===== config.mk =====
export PLATFORM = sky130hd
export DESIGN_NAME = rca_seq_addsub
export DESIGN_NICKNAME = d
export VERILOG_FILES = /design/src/rtl/rca_seq_addsub.sv
export SDC_FILE = /design/constraint.sdc
export NUM_CORES = 1
export LEC_CHECK = 0
export ABC_CLOCK_PERIOD_IN_PS = 5280
export CAP_MARGIN = 25
export CORE_UTILIZATION = 45
export DETAILED_ROUTE_END_ITERATION = 6
export GPL_TIMING_DRIVEN = 0
export HOLD_SLACK_MARGIN = 0.1
export PLACE_DENSITY = 0.87
export SETUP_SLACK_MARGIN = 0.15
export SLEW_MARGIN = 20
export SYNTH_ARGS = -nofsm -noshare
export SYNTH_HDL_FRONTEND = slang
export SYNTH_SLANG_ARGS = --single-unit

===== constraint.sdc =====
create_clock -name clk -period 5.28 [get_ports clk]
set_input_delay 1.056 -clock clk [delete_from_list [all_inputs] [get_ports clk]]
set_output_delay 1.056 -clock clk [all_outputs]
set_load 0.05 [all_outputs]

===== src/rtl/rca_seq_addsub.sv =====
// Multicycle ripple-carry add/subtract unit: one SLICE-bit ripple stage reused
// over NSLICE cycles, carry held in a register between slices.
module rca_seq_addsub #(
   parameter int WIDTH = 32,
   parameter int SLICE = 8
) (
   input  logic             clk,
   input  logic             reset,
   input  logic             in_valid,
   output logic             in_ready,
   input  logic [WIDTH-1:0] in1,
   input  logic [WIDTH-1:0] in2,
   input  logic             cin,
   input  logic             sub,
   output logic             out_valid,
   input  logic             out_ready,
   output logic [WIDTH-1:0] sum,
   output logic             cout,
   output logic             ovf,
   output logic             zero
);

   localparam int NSLICE = WIDTH / SLICE;
   localparam int IDX_W  = (NSLICE > 1) ? $clog2(NSLICE) : 1;

   generate
      if ((WIDTH % SLICE) != 0) begin : g_bad_slice
         $error("rca_seq_addsub: WIDTH must be a multiple of SLICE");
      end
   endgenerate

   typedef enum logic [1:0] {IDLE, RUN, DONE} state_t;

   state_t             state_q, state_d;
   logic [IDX_W-1:0]   idx_q;
   logic               carry_q;
   logic [WIDTH-1:0]   a_q, b_q;
   logic [SLICE-1:0]   a_slice, b_slice, slice_sum;
   logic               carry_out;
   logic [WIDTH-1:0]   sum_next;
   logic               last_slice;
   logic               accept;

   assign last_slice = (idx_q == IDX_W'(NSLICE - 1));
   assign accept     = in_valid && in_ready;

   // Select the operand slice addressed by the slice index.
   always_comb begin
      a_slice = '0;
      b_slice = '0;
      for (int s = 0; s < NSLICE; s++) begin
         if (idx_q == IDX_W'(s)) begin
            a_slice = a_q[s*SLICE +: SLICE];
            b_slice = b_q[s*SLICE +: SLICE];
         end
      end
   end

   always_comb begin : ripple_stage
      logic c;
      c         = carry_q;
      slice_sum = '0;
      for (int i = 0; i < SLICE; i++) begin
         slice_sum[i] = a_slice[i] ^ b_slice[i] ^ c;
         c            = (a_slice[i] & b_slice[i]) | (c & (a_slice[i] ^ b_slice[i]));
      end
      carry_out = c;
   end

   // Full sum as it will look once this slice is written; flags use it.
   always_comb begin
      sum_next = sum;
      for (int s = 0; s < NSLICE; s++) begin
         if (idx_q == IDX_W'(s)) begin
            sum_next[s*SLICE +: SLICE] = slice_sum;
         end
      end
   end

   always_ff @(posedge clk or posedge reset) begin
      if (reset) begin
         state_q <= IDLE;
      end else begin
         state_q <= state_d;
      end
   end

   always_comb begin
      state_d   = state_q;
      in_ready  = 1'b0;
      out_valid = 1'b0;
      case (state_q)
         IDLE: begin
            in_ready = 1'b1;
            if (in_valid) state_d = RUN;
         end
         RUN: begin
            if (last_slice) state_d = DONE;
         end
         DONE: begin
            out_valid = 1'b1;
            if (out_ready) state_d = IDLE;
         end
         default: state_d = IDLE;
      endcase
   end

   // Operand capture, per-slice accumulation and final flag update.
   always_ff @(posedge clk or posedge reset) begin
      if (reset) begin
         idx_q   <= '0;
         carry_q <= 1'b0;
         a_q     <= '0;
         b_q     <= '0;
         sum     <= '0;
         cout    <= 1'b0;
         ovf     <= 1'b0;
         zero    <= 1'b0;
      end else begin
         case (state_q)
            IDLE: begin
               if (accept) begin
                  a_q     <= in1;
                  b_q     <= sub ? ~in2 : in2;
                  carry_q <= sub ? 1'b1 : cin;
                  idx_q   <= '0;
                  sum     <= '0;
               end
            end
            RUN: begin
               sum     <= sum_next;
               carry_q <= carry_out;
               if (last_slice) begin
                  idx_q <= '0;
                  cout  <= carry_out;
                  ovf   <= (a_q[WIDTH-1] == b_q[WIDTH-1]) &&
                           (sum_next[WIDTH-1] != a_q[WIDTH-1]);
                  zero  <= (sum_next == '0);
               end else begin
                  idx_q <= idx_q + 1'b1;
               end
            end
            default: ;
         endcase
      end
   end

endmodule


==> results.yml, run 1 <==
drt:
  drt_wl_total_um: 13200
  vias: 4163
  ant_nets: 0
  drt-initial-drc-count: 243
  wire_per_inst_um: 17.8
  dr.pass1.iters: 5
  avgViaCountPerCell: 5.63
  route.detailed.drc: 0
place:
  dp_hpwl_um: 9610
  placedInstanceArea_mm2: 0.00630
  dpl.cell_count: 710
  place.gp.congestion: 0.917
  post-place-ws_ns: -0.334
  port_buffers: 105
floorplan:
  die_area_mm2: 0.0115
  rows: 38
  die_w_um: 107
  initial_utilization_pct: 46.2
  core_area_mm2: 0.0108
  die_h_um: 107
  boundaryPins: 107
worst_setup_path:
  start_kind: "flip-flop"
  crit_required_ns: 5.59
  end_kind: "flip-flop"
  cp_max_fo: 10
  crit_type: "flip-flop to flip-flop"
  worstPathArrival_ns: 5.52
power:
  net-switching-power_uw: 2410
  p_sw_share_pct: 45.3
  leakagePower_uw: 0.00278
  p_clk_share_pct: 9.5
  ir_drop_mv: 0.467
  p_total_uw: 5320
  internal_power_uw: 2910
  p_per_area_mw_per_mm2: 784
  p_seq_share_pct: 26.6
  combPwrFrac_pct: 63.9
timing:
  fin_skew_ns: 0.0129
  hold_viol: 0
  post-route-period-util_pct: 98.7
  tightest_slew_ns: 0.545
  max_freq_mhz: 192
  finalMaxSlewViolations: 0
  fin_setup_tns_ns: 0
  slew_headroom_pct: 63.6
  rsz0062_at_grt: "true"
  layout_setup_ws_ns: 0.0684
  fin_crit_ns: 5.21
  setup_viol: 0
finish:
  layout_commonest_cell: "clkdlybuf4s50_1"
  syn_to_final_growth_pct: 35.5
  layout.cells.non_filler: 739
  diodes: 0
  finalInstanceArea_mm2: 0.00678
  layout_common_cells: "105 x clkdlybuf4s50_1, 103 x dfrtp_1, 59 x a21oi_1"
  fin_nets: 676
  drive_gt1_share_pct: 20.7
synth:
  seq_area_frac_synth_pct: 52.0
  postSynthAreaPerCell_um2: 10.8
  synth_top_area_cell: "dfrtp_1"
  synth_top_area_share_pct: 52.0
  synth_area_leaders: "dfrtp_1 52%, mux2_2 7.2%, a21oi_1 6.3%, xnor2_1 5.6%, a22o_1 5.3%"
  yosysUniqueCellTypes: 36
  ys_ff_latch: 104
  syn-num-nets: 546
  synth_warnings: 0
  netlist_area_mm2: 0.00500
  synth_cells: 464
clocking:
  cts-root-buf: "clkbuf_8"
  clock_latency_ns: 0.37
  cts_max_level: 3
  cts_inserted_buffers: 9
  clk_pin_slew_worst_paths_ns: 0.10
  cts_buffer_depth: 2
  cts_sinks: 104
  tritoncts: "done"
global_route:
  grt_pass1_vias: 4157
  grt_util_all_layers_pct: 23.3
  grt_antenna_before_repair: 0
  grt_max_degree: 54
  grt_pass1_wl_um: 20400
  gr-total-overflow: 0
worst_hold_path:
  hp-class: "flip-flop to flip-flop"
outcome:
  outcome: "finished clean"
job:
  maxCapViolCount: 0
## synth_stat cells (all sizes together)
| master | number |
|---|---|
| nand2 | 40 |
| fa | 8 |
| a31oi | 1 |
| ha | 4 |
| mux2 | 32 |
| o21ai | 16 |
| a221oi | 2 |
| xnor2 | 32 |
| nor2 | 40 |
| nand3 | 2 |
| o2111ai | 1 |
| mux2i | 1 |
| nor4b | 1 |
| a22o | 30 |
| buf | 20 |
| a21o | 2 |
| and3b | 1 |
| o22ai | 1 |
| a32oi | 1 |
| nor4 | 7 |
| o21bai | 1 |
| a21oi | 63 |
| inv | 8 |
| dfrtp | 104 |
| and2 | 3 |
| a2111oi | 1 |
| nor3b | 1 |
| nor2b | 6 |
| or3 | 1 |
| nand3b | 15 |
| nand2b | 1 |
| o31ai | 2 |
| nor3 | 2 |
| clkbuf | 14 |
## metrics by stage
step	hold slack [ns]	util [%]
4_1_cts	0.513	61.6
3_5_place_dp	0.487	58.1
3_3_place_gp	0.486	57.8
5_1_grt	0.525	62.5
6_report	0.512	62.5
2_1_floorplan	0.473	-
## final cells by class
cell class / count / area, um^2
Fill cell: 856 / 4060
Tap cell: 140 / 175
Buffer: 34 / 258
Sequential cell: 104 / 2600
Clock inverter: 7 / 78.8
Clock buffer: 9 / 124
Multi-Input combinational cell: 318 / 2310
Timing Repair Buffer: 119 / 1190
Inverter: 8 / 35.0
## worst max-delay path: stages (launching register included)
cell and delay (ns):
dfrtp_2 0.45, buf_4 0.15, ha_1 0.21, buf_6 0.15, buf_4 0.17, nand2_1 0.10, o21ai_2 0.08, fa_2 0.37
fa_2 0.38, fa_2 0.38, fa_2 0.39, fa_2 0.38, fa_2 0.34, inv_2 0.07, fa_2 0.20, inv_2 0.04
fa_2 0.49, nor4b_2 0.27, o2111ai_1 0.15, a2111oi_2 0.24, a21o_1 0.13
## kinds of logic (layout without fill, tap and decap cells)
group           after synthesis  count (layout)  synth area share, %
buf+inv                      42             177                 3.70
flops                       104             104                 52.0
fa+ha+maj                    12              12                 4.20
simple gates                120             120                 12.1
mux                          33              33                 7.40
xor+xnor                     32              32                 5.60
compound gates              121             121                 15.0
## timing repair
action / CTS / global route
hold buffers: 0 / 0
buffers inserted: 12 / 1
pin swaps: 12 / 4
resized for setup: 32 / 28
setup endpoints to repair: 5 / 4
## power groups by stage
| stage | clock network (uW) | registers, uW | logic [uW] |
|---|---|---|---|
| final | 504 | 1410 | 3400 |
| after global routing | 543 | 1450 | 3610 |
| after CTS | 508 | 1400 | 3140 |
| after detailed placement | 0 | 1410 | 2840 |
| after global placement | 0 | 1390 | 2760 |
| after floorplan | 0 | 1620 | 1730 |
## state kept, by name, indices dropped and copies added (netlist names)
register  cells
cout          1
state_q       2
carry_q       1
ovf           1
zero          1
b_q          32
sum          32
a_q          32
idx_q         2
## worst paths after layout
check | depth (start not counted) | from | slack [ns] | endpoint
worst max-delay path | 20 | idx_q[0] | 0.07 | zero
worst min-delay path | 1 | sum[29] | 0.51 | sum[29]
worst max register to register | 20 | idx_q[0] | 0.07 | zero
worst min register to register | 1 | sum[29] | 0.51 | sum[29]
max in group asynchronous | 3 | reset | 3.57 | b_q[17]
min in group asynchronous | 2 | reset | 1.09 | sum[5]
## routing by layer
layer  wire length [um]  vias up  global-route usage, %
li1                   -     1879                      -
met1               5370     2047                   29.2
met2               6590      192                   39.8
met3                752       45                   3.57
met4                465        0                   10.5
met5                  0        -                      0
No activity file was read; power rests on OpenSTA's default activity.
==> run 2: changes to the inputs <==
--- a/config.mk
+++ b/config.mk
@@ -7,11 +7,11 @@
 export LEC_CHECK = 0
 export ABC_CLOCK_PERIOD_IN_PS = 5280
 export CAP_MARGIN = 25
-export CORE_UTILIZATION = 45
+export CORE_UTILIZATION = 30
 export DETAILED_ROUTE_END_ITERATION = 6
 export GPL_TIMING_DRIVEN = 0
 export HOLD_SLACK_MARGIN = 0.1
-export PLACE_DENSITY = 0.87
+export PLACE_DENSITY = 0.66
 export SETUP_SLACK_MARGIN = 0.15
 export SLEW_MARGIN = 20
 export SYNTH_ARGS = -nofsm -noshare
==> run 2 against run 1 <==
Compared with the run above: sequential share of layout area fell by 0.97 points; clock skew down 0.0027 ns; sequential cell count unchanged; critical path type unchanged.
==> results.yml, run 2 (synthesis gave the netlist of run 1 again) <==
timing:
  fin_skew_ns: 0.0102
  finalMaxSlewViolations: 0
  layout_setup_ws_ns: 0.187
  max_freq_mhz: 196
  hold_viol: 0
  post-route-period-util_pct: 96.5
  fin_crit_ns: 5.09
  rsz0062_at_grt: "true"
  setup_viol: 0
  tightest_slew_ns: 0.513
  slew_headroom_pct: 65.4
floorplan:
  die_w_um: 131
  die_h_um: 131
  boundaryPins: 107
  die_area_mm2: 0.0172
  rows: 46
  initial_utilization_pct: 31.2
  core_area_mm2: 0.0161
worst_hold_path:
  hp-class: "flip-flop to flip-flop"
power:
  leakagePower_uw: 0.00283
  p_per_area_mw_per_mm2: 782
  p_total_uw: 5440
  ir_drop_mv: 0.403
global_route:
  met3_usage_pct: 3.74
  grt_antenna_before_repair: 0
  grt_pass1_wl_um: 21900
  gr-max-usage-layer: "met2"
  use_met1_pct: 20.5
  globalRouteMet2Util_pct: 26.7
  grt_max_degree: 55
  grt_util_all_layers_pct: 16.2
  grt_pass1_vias: 4188
  gr-total-overflow: 0
worst_setup_path:
  worstPathArrival_ns: 5.36
  crit_type: "flip-flop to flip-flop"
  cp_max_fo: 8
  start_kind: "flip-flop"
  end_kind: "flip-flop"
  crit_required_ns: 5.55
finish:
  diodes: 0
  reg.largest.list: "a_q: 32 flops, b_q: 32 flops, sum: 32 flops"
  regArea_mm2: 0.00260
  fillers: 1465
  layout_commonest_cell: "clkdlybuf4s50_1"
  fin_util_pct: 43.3
  syn_to_final_growth_pct: 39.0
  fin_nets: 679
  multi_input_area_mm2: 0.00232
  layout_common_cells: "105 x clkdlybuf4s50_1, 103 x dfrtp_1, 59 x a21oi_1"
  finalInstanceArea_mm2: 0.00696
  drive_gt1_share_pct: 20.4
clocking:
  cts_max_level: 3
  cts-root-buf: "clkbuf_16"
  cts_inserted_buffers: 9
  tritoncts: "done"
  clk_pin_slew_worst_paths_ns: 0.07
  clock_latency_ns: 0.34
  cts_sinks: 104
  cts_buffer_depth: 2
drt:
  drt_wl_total_um: 13500
  ant_nets: 0
  wire_per_inst_um: 16.6
  avgViaCountPerCell: 4.96
  dr.pass1.iters: 4
  drt-initial-drc-count: 267
  route.detailed.drc: 0
  vias: 4055
place:
  placedInstanceArea_mm2: 0.00639
  post-place-ws_ns: -0.354
  place.gp.congestion: 0.856
  dp_hpwl_um: 10300
  port_buffers: 105
job:
  maxCapViolCount: 0
outcome:
  outcome: "finished clean"
==> run 2: power breakdown <==
group,switching (uW),total [uW],internal (uW)
logic,1900,3400,1510
clock network,296,621,324
registers,252,1410,1160
total,2450,5440,2990
==> run 2: worst paths after layout <==
check                         start  endpoint  slack, ns  depth (start not counted)
max in group asynchronous     reset  idx_q[0]       3.53                          3
min reg2reg                 sum[28]   sum[28]       0.50                          1
max reg2reg                idx_q[0]       ovf       0.19                         22
min in group asynchronous     reset    sum[7]       1.14                          2
min                         sum[28]   sum[28]       0.50                          1
max                        idx_q[0]       ovf       0.19                         22
==> run 2: final cells by class <==
cell class,instances,share of cell area (%)
inverters,8,0.504
clock buffers,11,3.35
clock inverters,5,0.612
multi-input cells,318,33.3
plain buffers,34,3.56
well taps,216,3.88
flip-flops and latches,104,37.4
repair buffers,122,17.3
==> run 2: through the flow <==
stage	setup TNS [ns]	hold slack [ns]	instances
detailed placement	-0.675	0.491	786
finish	0	0.500	818
CTS	0	0.510	813
global route	-0.0281	0.525	818
floorplan	0	0.473	464
global placement	-0.507	0.484	785
==> run 2: routing by layer <==
metal | up-vias | wire [um]
li1 | 1880 | -
met1 | 2011 | 5780
met2 | 137 | 6720
met3 | 27 | 703
met4 | 0 | 344
met5 | - | 0
==> run 2: critical path, stage by stage, from the launching register on <==
cell and delay [ns]:
dfrtp_2 0.42, inv_2 0.07, ha_4 0.16, buf_8 0.13
buf_8 0.13, nand3b_1 0.09, a21oi_2 0.07, a21oi_2 0.13
o21ai_2 0.08, fa_2 0.37, fa_2 0.37, fa_2 0.35
fa_2 0.35, fa_2 0.36, fa_2 0.37, inv_2 0.08
fa_2 0.20, inv_2 0.04, fa_2 0.59, buf_6 0.13
mux2i_4 0.06, or3_1 0.31, a31oi_1 0.16
==> run 2: repair_timing <==
| action | CTS | global route |
|---|---|---|
| hold buffers | 0 | 0 |
| setup buffers | 11 | 5 |
| setup endpoints to repair | 6 | 4 |
| pin swaps | 11 | 4 |
| cloned | 0 | 0 |
| resized for setup | 34 | 23 |
| hold endpoints to repair | 0 | 0 |
